--- src/rtl/time_keeper.sv ---
// time_keeper: synchronises the slow divided clock, turns its rising edges
// into single-cycle ticks, prescales them to seconds and keeps a 24-hour
// BCD time of day with a validated load port.
module time_keeper #(
   parameter int TICKS_PER_SECOND = 1,
   parameter int SYNC_STAGES      = 2
) (
   input  logic       clk_in,
   input  logic       reset,
   input  logic       tick_clk_in,
   input  logic       run,
   input  logic       load_en,
   input  logic [7:0] load_hh,
   input  logic [7:0] load_mm,
   input  logic [7:0] load_ss,
   output logic [7:0] hours,
   output logic [7:0] minutes,
   output logic [7:0] seconds,
   output logic       sec_pulse,
   output logic       min_pulse,
   output logic       day_pulse,
   output logic       load_err
);

   localparam int PW = (TICKS_PER_SECOND > 1) ? $clog2(TICKS_PER_SECOND) : 1;
   localparam logic [PW-1:0] PS_MAX = PW'(TICKS_PER_SECOND - 1);

   // The settle counter keeps the edge detector blind until the reset-cleared
   // synchroniser has flushed and the history flop holds a real sample, so a
   // tick_clk_in that is already high when reset drops is not seen as an edge.
   localparam int SW = $clog2(SYNC_STAGES + 2);
   localparam logic [SW-1:0] SETTLE_MAX = SW'(SYNC_STAGES + 1);

   logic [SYNC_STAGES-1:0] sync_q;
   logic                   hist_q;
   logic [SW-1:0]          settle_q;
   logic                   sync_out;
   logic                   tick;

   logic [PW-1:0] presc_q, presc_d;
   logic [7:0]    hours_q, hours_d;
   logic [7:0]    minutes_q, minutes_d;
   logic [7:0]    seconds_q, seconds_d;
   logic          sec_pulse_q, sec_pulse_d;
   logic          min_pulse_q, min_pulse_d;
   logic          day_pulse_q, day_pulse_d;
   logic          load_err_q, load_err_d;

   logic          load_valid;
   logic          sec_wrap, min_wrap, hr_wrap;
   logic [7:0]    sec_inc, min_inc, hr_inc;

   // Increment a two-digit BCD value; callers handle the modulo wrap.
   function automatic logic [7:0] bcd_inc(input logic [7:0] v);
      if (v[3:0] == 4'd9) begin
         bcd_inc = {v[7:4] + 4'd1, 4'd0};
      end else begin
         bcd_inc = {v[7:4], v[3:0] + 4'd1};
      end
   endfunction

   // A field is loadable when both digits are decimal and it is within range.
   function automatic logic bcd_ok(input logic [7:0] v, input logic [7:0] maxv);
      bcd_ok = (v[7:4] <= 4'd9) && (v[3:0] <= 4'd9) && (v <= maxv);
   endfunction

   // Synchroniser chain, history flop and post-reset settle counter.
   always_ff @(posedge clk_in) begin
      if (reset) begin
         sync_q   <= '0;
         hist_q   <= 1'b0;
         settle_q <= '0;
      end else begin
         sync_q <= {sync_q[SYNC_STAGES-2:0], tick_clk_in};
         hist_q <= sync_q[SYNC_STAGES-1];
         if (settle_q != SETTLE_MAX) begin
            settle_q <= settle_q + SW'(1);
         end
      end
   end

   assign sync_out = sync_q[SYNC_STAGES-1];
   assign tick     = (settle_q == SETTLE_MAX) && sync_out && !hist_q;

   assign load_valid = bcd_ok(load_hh, 8'h23) && bcd_ok(load_mm, 8'h59) &&
                       bcd_ok(load_ss, 8'h59);

   assign sec_wrap = (seconds_q == 8'h59);
   assign min_wrap = (minutes_q == 8'h59);
   assign hr_wrap  = (hours_q   == 8'h23);
   assign sec_inc  = bcd_inc(seconds_q);
   assign min_inc  = bcd_inc(minutes_q);
   assign hr_inc   = bcd_inc(hours_q);

   // Next-state selection: a valid load beats a second advance; a rejected
   // load only raises load_err and lets counting carry on.
   always_comb begin
      presc_d     = presc_q;
      hours_d     = hours_q;
      minutes_d   = minutes_q;
      seconds_d   = seconds_q;
      sec_pulse_d = 1'b0;
      min_pulse_d = 1'b0;
      day_pulse_d = 1'b0;
      load_err_d  = load_en && !load_valid;

      if (load_en && load_valid) begin
         hours_d   = load_hh;
         minutes_d = load_mm;
         seconds_d = load_ss;
         presc_d   = '0;
      end else if (tick && run) begin
         if (presc_q == PS_MAX) begin
            presc_d     = '0;
            sec_pulse_d = 1'b1;
            seconds_d   = sec_wrap ? 8'h00 : sec_inc;
            if (sec_wrap) begin
               min_pulse_d = 1'b1;
               minutes_d   = min_wrap ? 8'h00 : min_inc;
               if (min_wrap) begin
                  hours_d     = hr_wrap ? 8'h00 : hr_inc;
                  day_pulse_d = hr_wrap;
               end
            end
         end else begin
            presc_d = presc_q + PW'(1);
         end
      end
   end

   // Time, prescaler and pulse registers.
   always_ff @(posedge clk_in) begin
      if (reset) begin
         presc_q     <= '0;
         hours_q     <= 8'h00;
         minutes_q   <= 8'h00;
         seconds_q   <= 8'h00;
         sec_pulse_q <= 1'b0;
         min_pulse_q <= 1'b0;
         day_pulse_q <= 1'b0;
         load_err_q  <= 1'b0;
      end else begin
         presc_q     <= presc_d;
         hours_q     <= hours_d;
         minutes_q   <= minutes_d;
         seconds_q   <= seconds_d;
         sec_pulse_q <= sec_pulse_d;
         min_pulse_q <= min_pulse_d;
         day_pulse_q <= day_pulse_d;
         load_err_q  <= load_err_d;
      end
   end

   assign hours     = hours_q;
   assign minutes   = minutes_q;
   assign seconds   = seconds_q;
   assign sec_pulse = sec_pulse_q;
   assign min_pulse = min_pulse_q;
   assign day_pulse = day_pulse_q;
   assign load_err  = load_err_q;

endmodule

--- config.mk ---
export PLATFORM = sky130hd
export DESIGN_NAME = time_keeper
export DESIGN_NICKNAME = d
export VERILOG_FILES = /design/src/rtl/time_keeper.sv
export SDC_FILE = /design/constraint.sdc
export NUM_CORES = 1
export LEC_CHECK = 0
export CAP_MARGIN = 20
export CORE_MARGIN = 3
export CORE_UTILIZATION = 43
export DETAILED_ROUTE_END_ITERATION = 10
export HOLD_SLACK_MARGIN = 0.03
export PLACE_DENSITY = 0.86
export SKIP_CTS_REPAIR_TIMING = 1
export SLEW_MARGIN = 20
export SYNTH_ARGS = -nofsm -noshare
export SYNTH_HDL_FRONTEND = slang
export SYNTH_SLANG_ARGS = --single-unit
--- constraint.sdc ---
create_clock -name clk_in -period 1.7 [get_ports clk_in]
set_input_delay 0.255 -clock clk_in [delete_from_list [all_inputs] [get_ports clk_in]]
set_output_delay 0.255 -clock clk_in [all_outputs]
set_load 0.05 [all_outputs]
# Word level (Yosys, flattened, before mapping)
# Cells that the tools add are included.
[word_totals]
reg_bits = 34
latchBits = 0
mem_bits_rw = 0
rom_bits = 0
in_bits = 29
out_inout_bits = 28
elab_cells = 95
mem_count = 0
[op_classes]
addsub = 8
multipliers = 0
div_mod_pow = 0
order_cmp = 9
eq_ne = 9
shifts = 0
muxes = 21
bitwise_logic = 3
n_reduce_logical = 31
[ops]
columns = ["operator", "n"]
rows = [
  ["8-bit two-way mux", 18],
  ["4-bit by 1-bit adder with 4-bit output, second input constant", 6],
  ["4-bit <= comparator, second input constant", 6],
  ["8-bit by 7-bit == test with 1-bit output, second input constant", 2],
  ["8-bit by 7-bit <= comparator with 1-bit output, second input constant", 2],
  ["1-bit logical AND", 13],
  ["4-bit == test, second input constant", 3],
  ["3-bit nonzero test", 3],
  ["8-bit by 6-bit == test with 1-bit output, second input constant", 1],
  ["8-bit by 6-bit <= comparator with 1-bit output, second input constant", 1],
  ["4-bit AND reduction", 2],
  ["3-bit AND reduction", 2],
  ["2-bit nonzero test", 3],
  ["6-bit OR reduction", 1],
  ["5-bit AND reduction", 1],
  ["4-bit OR reduction", 1],
  ["1-bit two-way mux", 3],
  ["1-bit inverter", 3],
  ["3-bit OR reduction", 1],
  ["2-bit by 1-bit adder with 2-bit output, second input constant", 1],
  ["2-bit == test, second input constant", 1],
  ["1-bit zero test", 2],
  ["2-bit by 1-bit inequality test with 1-bit output, second input constant", 1],
  ["2-bit inequality test, second input constant", 1],
  ["3 further kinds", 3],
]

# Depth between registers and ports, before layout
[logic_depth]
depth_word = 8
depth_mapped = 9
ltp_nobuf = 6

# Least setup slack after synthesis
# Ideal clock, no wire load.
[synth_path]
path_kind = "reg2reg"
from = "reg minutes_q[0] (netlist: minutes[0])"
to = "reg minutes_q[7] (netlist: minutes[7])"
setup_ps = 71
t_arrival_ps = 2036
required_ps = 1629
slack_ps = -407
path_stages_with_launch = 7
n_path_buf = 1
period_less_slack_ps = 2107
path_cell_list = "dfxtp_1 -> ha_1 -> and3b_1 -> buf_2 -> nand4_1 -> or4_1 -> a21oi_1"
[synth_via]
elab_chain_len = 6
elab_cells_between_ends = 9
cone_classes = "2 x eq/ne; 5 x mux; 2 x reduce/logical"
[synth_lines]
columns = ["element", "line_no", "source"]
rows = [
  ["from (decl)", "42", "logic [7:0] minutes_q, minutes_d;"],
  ["from (signal assigned)", "145", "minutes_q <= minutes_d;"],
  ["8-bit by 7-bit == test with 1-bit output", "89", "assign min_wrap = (minutes_q == 8'h59);"],
  ["8-bit two-way mux", "119", "minutes_d = min_wrap ? 8'h00 : min_inc;"],
  ["8-bit two-way mux", "117", "if (sec_wrap) begin"],
  ["8-bit two-way mux", "113", "if (presc_q == PS_MAX) begin"],
  ["8-bit two-way mux", "112", "end else if (tick && run) begin"],
  ["8-bit two-way mux", "107", "if (load_en && load_valid) begin"],
]
# Several ways; a longest one is shown, not always the timed one. The select of a mux whose other input is x is not followed.
# A chain may end at the register's enable or synchronous reset.

# Worst setup path after layout
[layout_path]
from = "in load_ss[1]"
to = "reg minutes_q[3] (netlist: minutes[3])"
[layout_via]
elab_chain_len = 7
elab_cells_between_ends = 11
cone_classes = "2 x order compare; 1 x eq/ne; 1 x mux; 7 x reduce/logical"
[layout_lines]
columns = ["element", "line_no", "source"]
rows = [
  ["from (decl)", "15", "input logic [7:0] load_ss,"],
  ["branches (longest 2 deep; another with 8-bit by 7-bit <= comparator with 1-bit output)", "-", ""],
  ["1-bit logical AND (*)", "64", "bcd_ok = (v[7:4] <= 4'd9) && (v[3:0] <= 4'd9) && (v <= maxv);"],
  ["1-bit logical AND (*)", "85", "assign load_valid = bcd_ok(load_hh, 8'h23) && bcd_ok(load_mm, 8'h59) &&"],
  ["1-bit logical AND (*)", "107", ""],
  ["2-bit by 1-bit inequality test with 1-bit output (no line) or 2-bit nonzero test (tied branches)", "-", ""],
  ["3-bit AND reduction (no line)", "-", ""],
]
# Mark *: on every way between the ends.

==> out/results.ini <==
[outcome]
outcome=complete, but fails checks
violations=negative setup slack

[logic_synthesis]
yosys_warnings=0
synth_seq_cells=33
ys_top_cells_by_area=dfxtp_1, ha_1, nor4_1, o41ai_1, a311oi_1
synthFlopType=dfxtp_1
seq_area_frac_synth=0.340
synthesis.area_sq_mm=0.00195
synth_cells=224
synth_edf_count=0
syn_avg_cell_area_sq_um=8.69
synthArstFlopShare=0
yosysTopAreaCell=dfxtp_1
syn-num-nets=262
ys_types=45
synth_top_area_frac=0.340

[detailed_routing]
dr_wl_met3_um=942
vias=2585
wl_um=8750
drt-met1-wl_um=3330
drt-initial-drc-count=371
ant_nets=0
routed_via_density=6.75
dr.max_layer_used=met4
dr.pass1.iters=5
post_drt_wl_per_cell_um=22.8
met2_wirelength_um=4010
drc=0

[final_layout]
final_cell_mix=buf_4, clkdlybuf4s50_1, dfxtp_2
diodes=0
drive_above_1_share=0.498
nFillCells=200
fin_util=0.826
nNetsFinal=370
area.growth.synth_to_final_pct=77.1
seq_area_sq_um=702
final-instance-count-excl-fill=383
final_common_cell=buf_4
multiInputGateArea_sq_mm=0.00149

[sta]
relSlewSlack=0.540
max_freq_mhz=537
worst_slew_pin_slew_ns=0.690
setup_viol=24
setup_ws_ns=-0.162
fin_hold_ws_ns=0.445
drv_slew=0
rsz0062_at_grt=yes
hold_viol_final=0
min_period_over_period=1.10
period_minus_slack_ns=1.86
clock_skew_ns=0.00405

[cts]
cts-root-buf=clkbuf_8
worstSkewPairLatency_ns=0.29
cts_tree=built
numCtsBuffers=5
clk_pin_slew_ns=0.07
h-tree-depth=2
numClockSinks=33
clk_path_buf_depth=2

[setup_path]
startpoint_type=primary input
reg2reg_from=seconds[5]
r2r_setup_slack_ns=-0.12
crit_path_end_kind=register
crit_fanout=8
critPathLaunch=load_ss[1]
arrival_ns=2.01
critPathKind=primary input to register
crit_chain=clkdlybuf4s50_1, o21ai_0, nand4_1, buf_4, buf_6, o41ai_1, a31oi_1
crit_required_ns=1.85
critPathMaxStageDelay_ns=0.45
cpMaxStageDelayCell=clkdlybuf4s50_1

[placement]
dp_slack_ns=-0.373
gp_congestion=0.865
portBuffers=56
dp_hpwl_um=4490
dp.cells=367

[power]
total_power_mw=1.90
ir_worst_vdd_mv=0.427
power.density_mw_per_mm2=552
p_leak_nw=1.30

[floorplan]
coreArea_sq_mm=0.00417
rows=23
dieArea_sq_mm=0.00537
ioPinCount=57
initial_core_util=0.466
die_height_um=73.3
die_w_um=73.3

[grt]
grt_remaining_overflow=0
grt_pass1_vias=2183
grt_pass1_wl_um=9960
track_usage=0.237
antenna_found_initial=0
grt_max_degree=21

[min_path]
holdCritStartpoint=sync_q[0]
hp-class=register to register

[flow_run]
drv_cap=0

-- layer usage --
metal | vias to the layer above | track usage
met1 | 1204 | 0.315
met3 | 58 | 0.0520
met2 | 215 | 0.371
met5 | - | 0
met4 | 0 | 0.0943
li1 | 1108 | -
-- metrics by stage --
stage / setup TNS [ns] / area (sq um)
3_5_place_dp: -7.10 / 2910
2_1_floorplan: -0.159 / 2030
3_3_place_gp: -6.78 / 2910
6_report: -1.33 / 3450
5_1_grt: -2.40 / 3450
4_1_cts: -1.30 / 3020
-- logic make-up after synthesis --
logic type / count (synthesis) / synth area share
compound gates: 63 / 0.230
mux: 3 / 0.0154
buf+inv: 27 / 0.0630
flops: 33 / 0.340
xor+xnor: 2 / 0.00900
simple gates: 87 / 0.286
fa+ha+maj: 9 / 0.0579
-- critical path, delay by kind of cell --
kind                   cells  cell delay (ns)
buffers and inverters      3             0.80
AND/OR/NAND/NOR            1             0.17
AO/OA/AOI/OAI              3             0.77
-- synthesized netlist by cell type, types with 5 or more instances --
cell      count
inv_1        10
nor4_1       14
o31ai_1       7
or4_1         8
a21oi_1       6
ha_1          9
a311oi_1      8
nand2_1      10
nand4b_1      5
a31oi_1      10
o41ai_1      10
clkbuf_1     10
nor2_1       11
o21ai_0      11
nor2b_1       6
nand3_1       5
dfxtp_1      33
-- final cells by class --
class                           instances  area share
Clock buffer                            7      0.0251
Clock inverter                          1     0.00871
Inverter                               10      0.0116
Multi-Input combinational cell        164       0.432
Sequential cell                        33       0.204
Tap cell                               50      0.0182
Timing Repair Buffer                  118       0.301
-- worst paths after layout --
kind / end / cells after the start
max: minutes[3] / 7
min: sync_q[1] / 1
max reg2reg: minutes[1] / 7
min reg2reg: sync_q[1] / 1
-- power breakdown --
part | leakage (nW) | total (mW) | switching, mW | internal (mW)
logic | 0.959 | 0.310 | 0.150 | 0.161
registers | 0.279 | 0.796 | 0.0137 | 0.783
clock network | 0.0585 | 0.795 | 0.317 | 0.478
-- sequential cells by signal (all words and copies together), names as in the netlist --
register and flops:
load_err 1, hours 8, minutes 8, settle_q 2, seconds 8, hist_q 1
min_pulse 1, day_pulse 1, sync_q 2, sec_pulse 1
No activity file was read; power rests on OpenSTA's default activity.
